[config.mk]
export PLATFORM = sky130hd
export DESIGN_NAME = psum_acc_ctrl_flat
export DESIGN_NICKNAME = d
export VERILOG_FILES = /design/src/rtl/psum_acc_ctrl_if.sv /design/src/rtl/psum_acc_ctrl.sv /design/src/flat_wrapper.sv
export SDC_FILE = /design/constraint.sdc
export NUM_CORES = 1
export LEC_CHECK = 0
export BUFFER_PORTS_ARGS = -buffer_cell sky130_fd_sc_hd__buf_4
export CORE_AREA = 2 2 221 223
export CTS_CLUSTER_DIAMETER = 60
export DETAILED_ROUTE_END_ITERATION = 8
export DIE_AREA = 0 0 223 225
export GPL_TIMING_DRIVEN = 0
export PLACE_DENSITY = 0.71
export SKIP_LAST_GASP = 1
export SLEW_MARGIN = 10
export SYNTH_ARGS = -nofsm -noshare
export SYNTH_HDL_FRONTEND = slang
export SYNTH_SLANG_ARGS = --single-unit
export TNS_END_PERCENT = 30
[constraint.sdc]
create_clock -name clk -period 3.69 [get_ports clk]
set_clock_uncertainty 0.05 [all_clocks]
set_input_delay 0.5535 -clock clk [delete_from_list [all_inputs] [get_ports clk]]
set_output_delay 0.5535 -clock clk [all_outputs]
set_load 0.02 [all_outputs]
[src/rtl/psum_acc_ctrl_if.sv]
// -----------------------------------------------------------------------------
// psum_acc_ctrl_if
// Purpose : groups the drain-control, OFIFO, host-read and SRAM signals of
//           psum_acc_ctrl into a single bundle.
// Signals : start/acc_mode/base_addr/num_words/busy/done  - drain control
//           ofifo_valid/ofifo_data/ofifo_rd               - OFIFO head + pop
//           rd_req/rd_addr/rd_ready/rd_valid/rd_data      - host read port
//           mem_cen/mem_wen/mem_addr/mem_din/mem_dout     - SRAM port (active-low)
// Modports: slave  - controller side
//           master - environment side (host, OFIFO, SRAM)
// -----------------------------------------------------------------------------
interface psum_acc_ctrl_if #(
    parameter int col     = 8,
    parameter int psum_bw = 16,
    parameter int addr_w  = 11,
    parameter int cnt_w   = 12
);
    logic                     start;
    logic                     acc_mode;
    logic [addr_w-1:0]        base_addr;
    logic [cnt_w-1:0]         num_words;
    logic                     busy;
    logic                     done;

    logic                     ofifo_valid;
    logic [col*psum_bw-1:0]   ofifo_data;
    logic                     ofifo_rd;

    logic                     rd_req;
    logic [addr_w-1:0]        rd_addr;
    logic                     rd_ready;
    logic                     rd_valid;
    logic [col*psum_bw-1:0]   rd_data;

    logic                     mem_cen;
    logic                     mem_wen;
    logic [addr_w-1:0]        mem_addr;
    logic [col*psum_bw-1:0]   mem_din;
    logic [col*psum_bw-1:0]   mem_dout;

    modport slave (
        input  start, acc_mode, base_addr, num_words,
        output busy, done,
        input  ofifo_valid, ofifo_data,
        output ofifo_rd,
        input  rd_req, rd_addr,
        output rd_ready, rd_valid, rd_data,
        output mem_cen, mem_wen, mem_addr, mem_din,
        input  mem_dout
    );

    modport master (
        output start, acc_mode, base_addr, num_words,
        input  busy, done,
        output ofifo_valid, ofifo_data,
        input  ofifo_rd,
        output rd_req, rd_addr,
        input  rd_ready, rd_valid, rd_data,
        input  mem_cen, mem_wen, mem_addr, mem_din,
        output mem_dout
    );
endinterface

[src/rtl/psum_acc_ctrl.sv]
// -----------------------------------------------------------------------------
// psum_acc_ctrl
// Purpose : drains a programmed number of psum words from the OFIFO into the
//           psum SRAM at an auto-incrementing (wrapping) address, either
//           overwriting or accumulating (read-modify-write, per-lane signed add)
//           onto the stored words. Idle cycles are lent to a host read port.
// Ports   : clk   - rising-edge clock
//           reset - asynchronous active-low reset
//           bus   - psum_acc_ctrl_if.slave (control, OFIFO, host read, SRAM)
// Config  : PSUM_ACC_SAT_EN - when defined, accumulate results saturate per
//           lane; otherwise they wrap modulo 2^psum_bw.
// -----------------------------------------------------------------------------
module psum_acc_ctrl #(
    parameter int col     = 8,
    parameter int psum_bw = 16,
    parameter int addr_w  = 11,
    parameter int cnt_w   = 12
) (
    input  logic           clk,
    input  logic           reset,
    psum_acc_ctrl_if.slave bus
);
    localparam int W = col * psum_bw;
    localparam logic [cnt_w-1:0]  CNT_ONE = 1;
    localparam logic [addr_w-1:0] PTR_ONE = 1;

    typedef enum logic [1:0] {IDLE, POP, WB, DONE} state_t;

    state_t            r_state;
    state_t            w_next;

    logic              r_acc;
    logic [cnt_w-1:0]  r_num;
    logic [cnt_w-1:0]  r_cnt;
    logic [addr_w-1:0] r_ptr;
    logic [W-1:0]      r_hold;
    logic              r_rd_valid;
    logic [W-1:0]      r_rd_data;

    logic              w_load;
    logic              w_hold;
    logic              w_adv;
    logic              w_last;
    logic              w_rd_ready;
    logic              w_grant;
    logic [W-1:0]      w_sum;

    assign w_last     = (r_cnt + CNT_ONE) == r_num;
    // Gated by reset so the grant indication is low while held in reset.
    assign w_rd_ready = reset && (r_state == IDLE) && !bus.start;
    assign w_grant    = w_rd_ready && bus.rd_req;

    always_ff @(posedge clk or negedge reset) begin
        if (!reset) r_state <= IDLE;
        else        r_state <= w_next;
    end

    always_comb begin
        w_next       = r_state;
        w_load       = 1'b0;
        w_hold       = 1'b0;
        w_adv        = 1'b0;
        bus.ofifo_rd = 1'b0;
        bus.mem_cen  = 1'b1;
        bus.mem_wen  = 1'b1;
        bus.mem_addr = '0;
        bus.mem_din  = '0;
        case (r_state)
            IDLE: begin
                if (bus.start) begin
                    w_load = 1'b1;
                    w_next = (bus.num_words == '0) ? DONE : POP;
                end else if (w_grant) begin
                    bus.mem_cen  = 1'b0;
                    bus.mem_addr = bus.rd_addr;
                end
            end
            POP: begin
                if (bus.ofifo_valid) begin
                    bus.ofifo_rd = 1'b1;
                    bus.mem_cen  = 1'b0;
                    bus.mem_addr = r_ptr;
                    if (r_acc) begin
                        // Read the stored word now; it returns during WB.
                        w_hold = 1'b1;
                        w_next = WB;
                    end else begin
                        bus.mem_wen = 1'b0;
                        bus.mem_din = bus.ofifo_data;
                        w_adv       = 1'b1;
                        if (w_last) w_next = DONE;
                    end
                end
            end
            WB: begin
                bus.mem_cen  = 1'b0;
                bus.mem_wen  = 1'b0;
                bus.mem_addr = r_ptr;
                bus.mem_din  = w_sum;
                w_adv        = 1'b1;
                w_next       = w_last ? DONE : POP;
            end
            DONE:    w_next = IDLE;
            default: w_next = IDLE;
        endcase
    end

    // Per-lane signed add with one guard bit; lanes never carry into each other.
    always_comb begin : p_lane_sum
        logic [psum_bw:0] v;
        v     = '0;
        w_sum = '0;
        for (int unsigned i = 0; i < col; i++) begin
            v = {bus.mem_dout[i*psum_bw + psum_bw - 1], bus.mem_dout[i*psum_bw +: psum_bw]}
              + {r_hold[i*psum_bw + psum_bw - 1], r_hold[i*psum_bw +: psum_bw]};
`ifdef PSUM_ACC_SAT_EN
            // Guard bit disagreeing with the lane MSB means overflow; clamp by sign.
            if (v[psum_bw] != v[psum_bw-1])
                w_sum[i*psum_bw +: psum_bw] = v[psum_bw] ? {1'b1, {(psum_bw-1){1'b0}}}
                                                         : {1'b0, {(psum_bw-1){1'b1}}};
            else
                w_sum[i*psum_bw +: psum_bw] = v[psum_bw-1:0];
`else
            w_sum[i*psum_bw +: psum_bw] = v[psum_bw-1:0];
`endif
        end
    end

    always_ff @(posedge clk or negedge reset) begin
        if (!reset) begin
            r_acc      <= 1'b0;
            r_num      <= '0;
            r_cnt      <= '0;
            r_ptr      <= '0;
            r_hold     <= '0;
            r_rd_valid <= 1'b0;
            r_rd_data  <= '0;
        end else begin
            if (w_load) begin
                r_acc <= bus.acc_mode;
                r_num <= bus.num_words;
                r_ptr <= bus.base_addr;
                r_cnt <= '0;
            end
            if (w_hold) r_hold <= bus.ofifo_data;
            if (w_adv) begin
                r_ptr <= r_ptr + PTR_ONE;
                r_cnt <= r_cnt + CNT_ONE;
            end
            r_rd_valid <= w_grant;
            if (r_rd_valid) r_rd_data <= bus.mem_dout;
        end
    end

    assign bus.busy     = (r_state == POP) || (r_state == WB);
    assign bus.done     = (r_state == DONE);
    assign bus.rd_ready = w_rd_ready;
    assign bus.rd_valid = r_rd_valid;
    // SRAM data is presented straight through in the valid cycle and captured
    // for holding afterwards, giving exactly one cycle grant-to-data.
    assign bus.rd_data  = r_rd_valid ? bus.mem_dout : r_rd_data;
endmodule

[src/flat_wrapper.sv]
// flat-port wrapper written by rule: the top's interface ports become plain ports
module psum_acc_ctrl_flat 
#(
    parameter int col     = 8,
    parameter int psum_bw = 16,
    parameter int addr_w  = 11,
    parameter int cnt_w   = 12
)
  (clk, reset, bus_start, bus_acc_mode, bus_base_addr, bus_num_words, bus_busy, bus_done, bus_ofifo_valid, bus_ofifo_data, bus_ofifo_rd, bus_rd_req, bus_rd_addr, bus_rd_ready, bus_rd_valid, bus_rd_data, bus_mem_cen, bus_mem_wen, bus_mem_addr, bus_mem_din, bus_mem_dout);
  psum_acc_ctrl_if #(.col(col), .psum_bw(psum_bw), .addr_w(addr_w), .cnt_w(cnt_w)) bus_i ();
  input  logic clk;
  input  logic reset;
  input wire logic [$bits(bus_i.start)-1:0] bus_start;
  input wire logic [$bits(bus_i.acc_mode)-1:0] bus_acc_mode;
  input wire logic [$bits(bus_i.base_addr)-1:0] bus_base_addr;
  input wire logic [$bits(bus_i.num_words)-1:0] bus_num_words;
  output wire logic [$bits(bus_i.busy)-1:0] bus_busy;
  output wire logic [$bits(bus_i.done)-1:0] bus_done;
  input wire logic [$bits(bus_i.ofifo_valid)-1:0] bus_ofifo_valid;
  input wire logic [$bits(bus_i.ofifo_data)-1:0] bus_ofifo_data;
  output wire logic [$bits(bus_i.ofifo_rd)-1:0] bus_ofifo_rd;
  input wire logic [$bits(bus_i.rd_req)-1:0] bus_rd_req;
  input wire logic [$bits(bus_i.rd_addr)-1:0] bus_rd_addr;
  output wire logic [$bits(bus_i.rd_ready)-1:0] bus_rd_ready;
  output wire logic [$bits(bus_i.rd_valid)-1:0] bus_rd_valid;
  output wire logic [$bits(bus_i.rd_data)-1:0] bus_rd_data;
  output wire logic [$bits(bus_i.mem_cen)-1:0] bus_mem_cen;
  output wire logic [$bits(bus_i.mem_wen)-1:0] bus_mem_wen;
  output wire logic [$bits(bus_i.mem_addr)-1:0] bus_mem_addr;
  output wire logic [$bits(bus_i.mem_din)-1:0] bus_mem_din;
  input wire logic [$bits(bus_i.mem_dout)-1:0] bus_mem_dout;
  assign bus_i.start = bus_start;
  assign bus_i.acc_mode = bus_acc_mode;
  assign bus_i.base_addr = bus_base_addr;
  assign bus_i.num_words = bus_num_words;
  assign bus_busy = bus_i.busy;
  assign bus_done = bus_i.done;
  assign bus_i.ofifo_valid = bus_ofifo_valid;
  assign bus_i.ofifo_data = bus_ofifo_data;
  assign bus_ofifo_rd = bus_i.ofifo_rd;
  assign bus_i.rd_req = bus_rd_req;
  assign bus_i.rd_addr = bus_rd_addr;
  assign bus_rd_ready = bus_i.rd_ready;
  assign bus_rd_valid = bus_i.rd_valid;
  assign bus_rd_data = bus_i.rd_data;
  assign bus_mem_cen = bus_i.mem_cen;
  assign bus_mem_wen = bus_i.mem_wen;
  assign bus_mem_addr = bus_i.mem_addr;
  assign bus_mem_din = bus_i.mem_din;
  assign bus_i.mem_dout = bus_mem_dout;
  psum_acc_ctrl #(.col(col), .psum_bw(psum_bw), .addr_w(addr_w), .cnt_w(cnt_w)) u_core (.clk(clk), .reset(reset), .bus(bus_i));
endmodule
==> impl_metrics.tcl <==
set metrics [dict create \
    status "finished, violations left" \
    violations "setup timing" \
    finalSetupViolCount 14 \
    final.setup.tns_ns -1.36 \
    fmax_mhz 250 \
    h-tree-depth 2 \
    max-slew-margin-rel 0.288 \
    synth-warning-count 0 \
    finalHoldViolCount 0 \
    criticalPathCategory "flip-flop to output pin" \
    rsz0062_at_grt "true" \
    crit_slowest_cell "dfrtp_1" \
    ant_nets 0 \
    synthFlopType "dfrtp_1" \
    layout_common_cells "605 x buf_4, 294 x dfrtp_1, 269 x mux2_2, 114 x ha_1, 92 x nor2b_1" \
    crit_arrival_ns 3.39 \
    synth.cell_area_mm2 0.0187 \
    tightest_slew_ns 1.07 \
    grt_start_max_net_pins 106 \
    clk-insertion-delay-late_ns 0.55 \
    top_level_ports 570 \
    power_leakage_nw 12.0 \
    layoutNonFillerInstCount 3096 \
    root_buffer "clkbuf_16" \
    holdWs_ns 0.183 \
    grt_pass1_wl_mm 110 \
    wl_mm 75.8 \
    hold_path_class "input pin to flip-flop" \
    clock_path_buffers 3 \
    syn_nets 2220 \
    multiInputGateArea_mm2 0.0114 \
    cp_max_fo 2 \
    max_stage_delay_ns 0.41 \
    cts_buffers 39 \
    critPathBufInv 1 \
    cp_data_required_time_ns 3.09 \
    setup_ws_ns -0.308 \
    drt_iter0_drc 1350 \
    clkTransAtPathRegs_ns 0.06 \
    synth_edf_count 0 \
    dpl.cell_count 2976 \
    layout.nets 2880 \
    grt_pass1_vias 17700 \
    cts_tree "yes" \
    cts.sinks 295 \
    path_cells "ha_4, fa_2, a21oi_4, o21ai_4, a2111oi_4, nor3_2, o31ai_2, a21oi_2, or3_1, a32o_2, buf_6" \
    mostFrequentLayoutCell "buf_4" \
    avgSynthCellArea_um2 10.4 \
    drive_above_1_share 0.444 \
    dp_slack_ns -0.647 \
    initial_core_util 0.393 \
    ff_latch_area_mm2 0.00738 \
    die_w_um 223 \
    async_reset_ff_frac 1.00 \
    crit_family "compound AO/OA/AOI/OAI gates" \
    antenna_found_initial 2 \
    fin_crit_sh 1.08 \
    core_mm2 0.0475 \
    port_buffers 569 \
    grt_usage 0.291 \
    post_drt_wl_per_cell_um 24.5 \
    synth_cells 1789 \
    end_kind "output pin" \
    drc 0 \
    dieArea_mm2 0.0502 \
    maxCapViolations 0 \
    drv_slew 0 \
    drt_first_pass_iters 5 \
    die_y_um 225 \
    ys_ff_latch 295 \
    grt-ovfl-total 0 \
    cp-start-kind "flip-flop" \
    ys_seq_area_frac 0.395 \
    period_minus_slack_ns 4.00 \
    gp_congestion 0.922 \
    vias_per_cell 5.68 \
    area.growth.synth_to_final_pct 40.6 \
    yosysUniqueCellTypes 73 \
    fillers 4175 \
    vias 17600 \
    power_density_mw_per_mm2 918 \
    dp_hpwl_mm 57.3 \
    rows 80 \
    irDropWorstVdd_mv 0.570 \
]
## tightest hold or removal path, delay by kind of cell
family | cells | cell delay (ns)
and+or+nand+nor | 1 | 0.04
buffers and inverters | 1 | 0.08
AOI/OAI and AO/OA | 1 | 0.07
## synth_stat cells (7+ instances only)
library cell,n,area (µm²)
dfrtp_1,295,7380
mux2_2,269,3030
ha_1,127,1590
o21ai_0,123,616
nor2b_1,97,607
nand2_1,87,327
nor2_1,82,308
a21oi_1,77,385
clkbuf_1,69,259
a22oi_1,67,503
xnor2_1,65,569
xor2_1,43,377
nor3_1,38,190
inv_1,34,128
nand3_1,34,170
a21o_1,30,225
or3_1,25,156
a31oi_1,14,87.6
a211o_1,13,114
a211oi_1,13,97.6
a32oi_1,13,114
and3_1,12,75.1
o21bai_1,11,82.6
and2_1,10,62.6
nand2b_1,10,62.6
o21a_1,10,75.1
o31ai_1,10,75.1
fa_1,8,160
a32o_1,7,70.1
nor4_1,7,43.8
## flip-flops by register name, summed over array words and instances (netlist names)
signal / cells
u_core.bus.rd_valid: 1
u_core.r_state: 2
u_core.r_ptr: 11
u_core.r_acc: 1
u_core.r_num: 12
u_core.r_rd_data: 128
u_core.r_cnt: 12
u_core.r_hold: 128
## layout make-up
cell class | instances | area share
multi-input cells | 1383 | 0.435
flip-flops and latches | 295 | 0.281
repair buffers | 621 | 0.182
clock buffers | 49 | 0.0417
well taps | 615 | 0.0293
plain buffers | 75 | 0.0141
clock inverters | 22 | 0.0111
inverters | 34 | 0.00486
diodes | 2 | 0.000191
## cell families after synthesis
family                     synth area share
AOI/OAI and AO/OA                     0.157
and+or+nand+nor                       0.116
DFF                                   0.395
muxes                                 0.165
adders and majority gates            0.0936
buffers and inverters                0.0228
xor gates and xnor gates             0.0506
## what timing repair did
item / 4_1_cts / 5_1_grt
setup endpoints to repair: 200 / 208
resized for setup: 146 / 87
cloned: 0 / 0
buffers inserted: 25 / 25
hold endpoints to repair: 30 / 0
pin swaps: 56 / 59
hold buffers: 2 / 0
## path summary, 6_finish.rpt
check / slack, ns / start / to / cells after the start
setup / recovery: -0.31 / u_core.r_hold[32] / bus_mem_din[46] / 11
hold / removal: 0.18 / bus_base_addr[4] / u_core.r_ptr[4] / 3
setup reg to reg: 0.54 / u_core.r_state[1] / u_core.r_hold[47] / 7
hold reg to reg: 0.45 / u_core.r_rd_data[3] / u_core.r_rd_data[3] / 1
max in group asynchronous: 2.17 / reset / u_core.r_cnt[5] / 4
min in group asynchronous: 0.52 / reset / u_core.r_rd_data[61] / 3
## power breakdown
part	internal, mW	total (mW)	switching [mW]
Clock	2.54	4.13	1.59
Combinational	6.52	14.4	7.85
Sequential	4.81	5.62	0.814
Total	13.9	24.1	10.2
## per-layer routing
metal	share of wire	wire length, µm	global-route usage
met5	0.00013	10	0
met4	0.041	3140	0.123
met3	0.073	5560	0.0592
met2	0.49	36900	0.493
met1	0.40	30300	0.360
## through the flow
stage | cell area (µm²) | total power, mW | utilization
after global placement | 23700 | 18.4 | 0.499
after CTS | 25800 | 23.6 | 0.543
after detailed placement | 23800 | 18.8 | 0.501
after global routing | 26300 | 25.5 | 0.552
final | 26300 | 24.1 | 0.552
after floorplan | 18700 | 14.1 | -
No activity file was read; power rests on OpenSTA's default activity.
